<file path="config.mk">
export PLATFORM = sky130hd
export DESIGN_NAME = fetch_unit
export DESIGN_NICKNAME = d
export VERILOG_FILES = /design/src/rtl/fetch_pkg.sv /design/src/rtl/fetch_fifo.sv /design/src/rtl/fetch_unit.sv
export SDC_FILE = /design/constraint.sdc
export NUM_CORES = 1
export LEC_CHECK = 0
export CORE_MARGIN = 1
export CORE_UTILIZATION = 55
export DETAILED_ROUTE_END_ITERATION = 16
export GPL_TIMING_DRIVEN = 0
export PLACE_DENSITY = 0.79
export SYNTH_ARGS = -nofsm -noshare
export SYNTH_HDL_FRONTEND = slang
export SYNTH_SLANG_ARGS = --single-unit
</file>
<file path="constraint.sdc">
create_clock -name clk -period 5.35 [get_ports clk]
set_input_delay 0.535 -clock clk [delete_from_list [all_inputs] [get_ports clk]]
set_output_delay 0.535 -clock clk [all_outputs]
set_load 0.02 [all_outputs]
</file>
<file path="src/rtl/fetch_pkg.sv">
// Shared types and helpers for the instruction-fetch front end.
package fetch_pkg;

  localparam int DEFAULT_XLEN = 32;
  localparam logic [DEFAULT_XLEN-1:0] DEFAULT_RESET_PC = '0;

  typedef struct packed {
    logic [DEFAULT_XLEN-1:0] pc;
    logic [DEFAULT_XLEN-1:0] instr;
  } fetch_entry_t;

  function automatic int clog2(input int n);
    int r;
    r = 0;
    for (int i = 0; i < 32; i++) begin
      if ((1 << r) < n) r = r + 1;
    end
    return r;
  endfunction

endpackage

</file>
<file path="src/rtl/fetch_fifo.sv">
// Fetch buffer: power-of-two synchronous FIFO with push/pop, synchronous
// flush and an occupancy count. Flush has priority over a same-cycle push.
module fetch_fifo
  import fetch_pkg::*;
#(
  parameter int  DEPTH   = 4,
  parameter type entry_t = fetch_entry_t,
  localparam int AW      = clog2(DEPTH),
  localparam int CW      = AW + 1
) (
  input  logic          clk,
  input  logic          rst,
  input  logic          flush,
  input  logic          push,
  input  entry_t        push_data,
  input  logic          pop,
  output entry_t        head,
  output logic [CW-1:0] count,
  output logic          empty
);

  entry_t        mem [DEPTH];
  logic [AW-1:0] rd_ptr;
  logic [AW-1:0] wr_ptr;
  logic          full;
  logic          do_push;
  logic          do_pop;

  assign empty   = (count == '0);
  assign full    = (count == CW'(DEPTH));
  assign do_pop  = pop && !empty;
  assign do_push = push && (!full || do_pop);
  assign head    = mem[rd_ptr];

  always_ff @(posedge clk or posedge rst) begin
    if (rst) begin
      rd_ptr <= '0;
      wr_ptr <= '0;
      count  <= '0;
    end else if (flush) begin
      rd_ptr <= '0;
      wr_ptr <= '0;
      count  <= '0;
    end else begin
      if (do_push) wr_ptr <= wr_ptr + AW'(1);
      if (do_pop)  rd_ptr <= rd_ptr + AW'(1);
      count <= count + CW'(do_push) - CW'(do_pop);
    end
  end

  // Storage needs no reset: the head is only observed while count is non-zero.
  always_ff @(posedge clk) begin
    if (do_push && !flush) mem[wr_ptr] <= push_data;
  end

  // The fetch unit reserves a slot per request, so a dropped push is a bug.
  assert property (@(posedge clk) disable iff (rst) !(push && !flush && full && !do_pop))
    else $error("fetch_fifo overflow");

endmodule

</file>
<file path="src/rtl/fetch_unit.sv">
// Instruction-fetch front end: issues sequential reads to a 1-cycle memory,
// buffers {pc, instr} pairs and hands them downstream; redirects flush all.
module fetch_unit
  import fetch_pkg::*;
#(
  parameter int              XLEN       = DEFAULT_XLEN,
  parameter int              PC_STEP    = 1,
  parameter logic [XLEN-1:0] RESET_PC   = XLEN'(DEFAULT_RESET_PC),
  parameter int              FIFO_DEPTH = 4,
  localparam int             CW         = clog2(FIFO_DEPTH) + 1
) (
  input  logic            clk,
  input  logic            rst,
  output logic            imem_req,
  output logic [XLEN-1:0] imem_addr,
  input  logic [XLEN-1:0] imem_rdata,
  input  logic            redirect_valid,
  input  logic [XLEN-1:0] redirect_pc,
  output logic            out_valid,
  input  logic            out_ready,
  output logic [XLEN-1:0] out_pc,
  output logic [XLEN-1:0] out_instr,
  output logic [CW-1:0]   fifo_count
);

  typedef struct packed {
    logic [XLEN-1:0] pc;
    logic [XLEN-1:0] instr;
  } entry_t;

  logic [XLEN-1:0] fetch_pc;
  logic [XLEN-1:0] inflight_pc;
  logic            inflight;
  logic [CW-1:0]   count;
  logic            empty;
  logic            issue;
  logic            pop;
  entry_t          head;
  entry_t          push_entry;

  // Handshake: a head entry transfers on any rising edge where out_valid and
  // out_ready are both high; out_valid never depends on out_ready.
  // An outstanding read holds a FIFO slot, so its return always has room.
  assign issue      = !rst && !redirect_valid &&
                      ((count + CW'(inflight)) < CW'(FIFO_DEPTH));
  assign imem_req   = issue;
  assign imem_addr  = fetch_pc;

  assign out_valid  = !empty && !redirect_valid;
  assign pop        = out_valid && out_ready;
  assign out_pc     = empty ? '0 : head.pc;
  assign out_instr  = empty ? '0 : head.instr;
  assign fifo_count = count;

  assign push_entry.pc    = inflight_pc;
  assign push_entry.instr = imem_rdata;

  always_ff @(posedge clk or posedge rst) begin
    if (rst) begin
      fetch_pc    <= RESET_PC;
      inflight    <= 1'b0;
      inflight_pc <= '0;
    end else if (redirect_valid) begin
      fetch_pc <= redirect_pc;
      inflight <= 1'b0;
    end else begin
      inflight <= issue;
      if (issue) begin
        fetch_pc    <= fetch_pc + XLEN'(PC_STEP);
        inflight_pc <= fetch_pc;
      end
    end
  end

  fetch_fifo #(
    .DEPTH   (FIFO_DEPTH),
    .entry_t (entry_t)
  ) u_fifo (
    .clk       (clk),
    .rst       (rst),
    .flush     (redirect_valid),
    .push      (inflight),
    .push_data (push_entry),
    .pop       (pop),
    .head      (head),
    .count     (count),
    .empty     (empty)
  );

  assert property (@(posedge clk) disable iff (rst) imem_req |-> !redirect_valid)
    else $error("fetch_unit issued during redirect");

endmodule

</file>
==> results of run 1 <==
[power breakdown]
group	internal [mW]	total, mW	switching (mW)
Clock	1.24	2.14	0.907
Combinational	1.05	2.10	1.05
Sequential	3.03	3.23	0.200
[cell families after synthesis]
kind of cell             after synthesis  synth area share [%]
AO/OA/AOI/OAI                         42                  1.92
XOR/XNOR                              26                  1.73
adder cells (fa/ha/maj)                8                 0.816
buffers and inverters                 50                  1.61
flip-flops                           328                  71.9
multiplexers                         100                  14.0
AND/OR/NAND/NOR                      184                  8.01
[state kept, by name, indices dropped and copies added (netlist names)]
signal and count:
u_fifo.mem 256, imem_addr 32, inflight_pc 32, u_fifo.count 3, u_fifo.rd_ptr 2, u_fifo.wr_ptr 2
inflight 1
[critical path: stages, from the launching register on]
cell,delay [ns]
dfrtp_1,0.36
clkbuf_1,0.50
buf_1,0.58
mux4_2,0.41
and2_1,0.19
clkdlybuf4s50_1,0.62
[metal layers]
| metal | up-vias | wire (µm) | track usage (%) |
|---|---|---|---|
| met5 | - | 0 | 0 |
| met4 | 0 | 540 | 6.82 |
| met3 | 36 | 1740 | 2.85 |
| met2 | 301 | 13400 | 38.1 |
| met1 | 3738 | 11100 | 31.6 |
| li1 | 3279 | - | - |
[cell usage after synthesis (7+ instances only)]
library cell,number
clkbuf_1,23
edfxtp_1,256
nand3_1,10
mux2_2,34
and2_1,77
buf_2,11
dfrtp_1,72
inv_1,11
mux4_2,64
nand2_1,32
ha_1,7
nand4_1,18
xor2_1,20
o21ai_0,24
a31oi_1,8
nor2_1,19
[area by class of cell]
type	count	share of cell area, %
buffer	39	1.04
inverter	11	0.266
clock buffer	39	5.44
sequential	328	57.7
tap	319	2.43
multi-input combinational	360	21.3
timing repair buffer	172	11.0
clock inverter	18	0.777
[final timing paths]
kind	end	slack, ns	depth (start not counted)
worst max register to register	u_fifo.count[2]	2.43	11
min in group clk	u_fifo.mem[1][58]	0.51	0
max in group asynchronous	inflight_pc[10]	4.49	3
worst min-delay path	u_fifo.count[2]	0.29	2
worst max-delay path	out_pc[15]	1.61	5
worst min register to register	u_fifo.mem[1][58]	0.51	0
[through the flow]
stage	utilization, %	total power [mW]	cell area [µm²]	hold slack (ns)
global route	70.0	7.80	16400	0.284
global placement	65.0	5.35	15300	0.493
detailed placement	65.7	5.41	15400	0.506
finish	70.0	7.47	16400	0.291
CTS	70.0	7.55	16400	0.274
floorplan	-	4.46	13200	0.472
==> impl_metrics.toml, run 1 <==
[status]
status = "completed"

[critical_path]
crit_start = "u_fifo.rd_ptr[1]"
worstSetupPathType = "flop to primary output"
worst_setup_path_start_kind = "flop"
critPathCaptureType = "primary output"
cp.required_ns = 4.82
r2r-start = "u_fifo.count[1]"
arrival_ns = 3.20
crit_fanout = 10

[synthesis]
synth_top_area_share_pct = 58.3
syn_area_um2 = 13200
yosys_warnings = 0
synth_cell_type_count = 37
syn_area_per_cell_um2 = 17.9
ys_seq_area_share_pct = 71.9
synth_enable_flop_cells = 256
syn_inst = 738
ys_async_sr_fraction_pct = 22.0
ys.flop_type = "edfxtp_1"
yosys.area.top_type = "edfxtp_1"
synthTopCellsByArea = "edfxtp_1 (58%), dfrtp_1 (14%), mux4_2 (11%)"
ys_seq_elements = 328
syn-num-nets = 814

[floorplan]
initial_utilization_pct = 56.2
chipWidth_um = 157
fp.dieArea_um2 = 24600
die_h_um = 157
design.core.area_um2 = 23500
rows = 56
io_pins = 169

[sta]
setup_viol = 0
setup_ws_ns = 1.61
max_slew_margin_pct = 41.2
skew_ns = 0.00933
tightest_slew_ns = 0.882
max_freq_mhz = 268
slew_viol_final = 0
min_period_ns = 3.74
rsz0062_at_grt = "false"
finalCritPeriodShare_pct = 69.8
hold_violations = 0
tns_ns = 0

[routing]
drc_errors = 0
via_count = 7354
wire_per_inst_um = 20.8
drt_wl_total_um = 26800
first_pass_iters = 4
ant_nets = 0
routed_via_density = 5.72
drt_iter0_drc = 451

[placed_design]
place_congestion = 0.865
placed_cells = 1229
post-place-ws_ns = 2.08
port_buffers = 167
hpwlAfterDp_um = 17400

[clocking]
ctsResizeCount = 0
insertion_delay_ns = 0.54
cts_setup_buffers = 0
cts_root_buf = "clkbuf_16"
cts-buffers-inserted = 31
clock_path_buffers = 3
ctsHoldBuffers = 0
cts.sinks = 328
cts_tree = "yes"
h-tree-depth = 1
clk_pin_slew_ns = 0.07

[layout]
nFillCells = 1528
final_cell_mix = "edfxtp_1 (256), clkdlybuf4s50_1 (167), and2_1 (73)"
regArea_um2 = 9490
drive_gt1_share_pct = 18.3
multi_input_comb_area_um2 = 3500
n_antenna_cell = 0
nets = 1019
area_delta_synth_final_pct = 24.6
final_cells = 1286
final_common_cell = "edfxtp_1"

[flow_run]
cap_violations = 0

[worst_hold_path]
hp-class = "input pin to asynchronous set/reset pin"

[global_routing]
grt_antenna_before_repair = 0
grt_pass1_wl_um = 41900
track_usage_pct = 22.8
grt_max_degree = 68
overflow = 0
grt_pass1_vias = 7590

[power]
leakagePower_nw = 5.61
power_per_cell_area_nw_per_um2 = 454
ir_drop_mv = 0.238
Power figures use the tool's default switching activity.
==> run 2: changes to the inputs <==
- CORE_UTILIZATION: 55 -> 50
- PLACE_DENSITY: 0.79 -> 0.76
- clock period: 5.35 -> 3.26 ns (I/O delays scaled with it)
==> run 2 against run 1 <==
Power increased by 69%. Sequential cell count unchanged. Clock power increased by 80%. Wire length increased by 3.0%. Via count decreased by 0.44%. Worst setup slack got worse by 1.4 ns. Hold slack got worse by 0.14 ns. Register-to-register slack got worse by 1.9 ns. Clock skew increased by 0.00051 ns. Sequential power increased by 64%. Die area increased by 9.9%. Final area increased by 0.88%.
==> impl_metrics.toml, run 2 (synthesis gave the netlist of run 1 again) <==
[sta]
rsz0062_at_grt = "false"
skew_ns = 0.00984
finalCritPeriodShare_pct = 94.9
setup_viol = 0
hold_violations = 0
slew_viol_final = 0
min_period_ns = 3.09
timing.hold.ws_ns = 0.148
max_freq_mhz = 323
tightest_slew_ns = 0.739
setup_ws_ns = 0.166
max_slew_margin_pct = 50.7
tns_ns = 0

[global_routing]
grt_max_degree = 70
grt_pass1_vias = 7417
grt_pass1_wl_um = 42400
track_usage_pct = 21.2
grt_antenna_before_repair = 0
overflow = 0

[floorplan]
rows = 59
design.core.area_um2 = 26000
initial_utilization_pct = 50.8
io_pins = 169
die_h_um = 164
fp.dieArea_um2 = 27000
chipWidth_um = 164

[power]
leakagePower_nw = 5.67
sequentialPowerShare_pct = 41.9
combPwrFrac_pct = 27.6
p_sw_share_pct = 28.4
power_per_cell_area_nw_per_um2 = 762
power_switching_mw = 3.58
ir_drop_mv = 0.466
p_int_mw = 9.06
clkPwrFrac_pct = 30.5

[layout]
n_antenna_cell = 0
largest_register_ffs = 256
top_register = "u_fifo.mem"
drive_gt1_share_pct = 18.8
final_cell_mix = "edfxtp_1 (256), clkdlybuf4s50_1 (167), and2_1 (73)"
nets = 1023
finalInstanceArea_um2 = 16600
final_common_cell = "edfxtp_1"
area_delta_synth_final_pct = 25.7

[placed_design]
dpl_cell_area_um2 = 15400
port_buffers = 167
hpwlAfterDp_um = 17600
place_congestion = 0.834
post-place-ws_ns = 0.218

[critical_path]
critPathCaptureType = "primary output"
worstSetupPathType = "flop to primary output"
arrival_ns = 2.77
worst_setup_path_start_kind = "flop"
cp.required_ns = 2.93
crit_fanout = 10

[status]
status = "completed"

[clocking]
clock_path_buffers = 3
cts_tree = "yes"
h-tree-depth = 2
clk_pin_slew_ns = 0.06
cts-buffers-inserted = 35
cts_root_buf = "clkbuf_16"
insertion_delay_ns = 0.50
cts_setup_buffers = 0
cts.sinks = 328

[routing]
via_count = 7322
drc_errors = 0
drt_wl_total_um = 27600
first_pass_iters = 4
drt_iter0_drc = 584
ant_nets = 0
wire_per_inst_um = 21.1
routed_via_density = 5.60

[flow_run]
cap_violations = 0

[worst_hold_path]
hp-class = "input pin to asynchronous set/reset pin"
-- run 2: changes by cell type in the layout (fill, tap and decap cells not counted), moves of 2 or more --
cell	previous run	this run
clkbuf_16	34	37
buf_4	1	5
buf_2	11	7
buf_16	5	3
buf_1	3	0
buf_12	0	2
inv_4	7	1
clkinv_2	8	2
clkbuf_2	0	10
clkinv_1	1	3
clkbuf_8	2	4
-- run 2: worst paths after layout --
check | start | end | slack, ns | cells past startpoint
worst max register to register | u_fifo.count[2] | u_fifo.count[2] | 0.56 | 11
worst min register to register | inflight_pc[27] | u_fifo.mem[2][59] | 0.52 | 0
worst min-delay path | rst | u_fifo.rd_ptr[1] | 0.15 | 2
worst max-delay path | u_fifo.rd_ptr[0] | out_pc[27] | 0.17 | 5
min in group clk | redirect_pc[6] | imem_addr[6] | 0.39 | 3
max in group asynchronous | rst | imem_addr[22] | 2.56 | 3
-- run 2: layer usage --
layer / global-route usage, % / wire length, µm
met1: 30.5 / 12100
met2: 33.4 / 13200
met3: 3.47 / 1770
met4: 6.38 / 542
met5: 0 / 0
-- run 2: cell type report --
type                       count  area [µm²]
tap                          335         419
multi-input combinational    360        3500
inverter                      11        43.8
fill                        1891        9410
clock buffer                  52        1020
timing repair buffer         172        1790
sequential                   328        9490
buffer                        39         205
clock inverter                10         105
-- run 2: worst max-delay path, cell delays in order (launching register included) --
cell and delay [ns]:
dfrtp_1 0.37, clkbuf_4 0.28, buf_4 0.32, mux4_2 0.54
and2_1 0.20, clkdlybuf4s50_1 0.55
-- run 2: power groups by stage --
| stage | clock (mW) | combinational (mW) | sequential (mW) |
|---|---|---|---|
| after floorplan | 0 | 2.00 | 5.32 |
| after global placement | 0 | 3.47 | 5.35 |
| after detailed placement | 0 | 3.52 | 5.37 |
| after CTS | 3.92 | 3.56 | 5.29 |
| after global routing | 4.10 | 3.76 | 5.34 |
| final | 3.85 | 3.49 | 5.29 |
-- run 2: metrics by stage --
step | std cells | util, % | total power [mW]
floorplan | 738 | - | 7.31
global placement | 1240 | 58.8 | 8.82
detailed placement | 1245 | 59.3 | 8.89
CTS | 1307 | 63.8 | 12.8
global route | 1307 | 63.8 | 13.2
finish | 1307 | 63.8 | 12.6
-- run 2: repair_timing --
action / in CTS / in global routing
endpoints found under the setup margin: 59 / 37
gates resized for setup: 13 / 9
hold buffers: 0 / 0
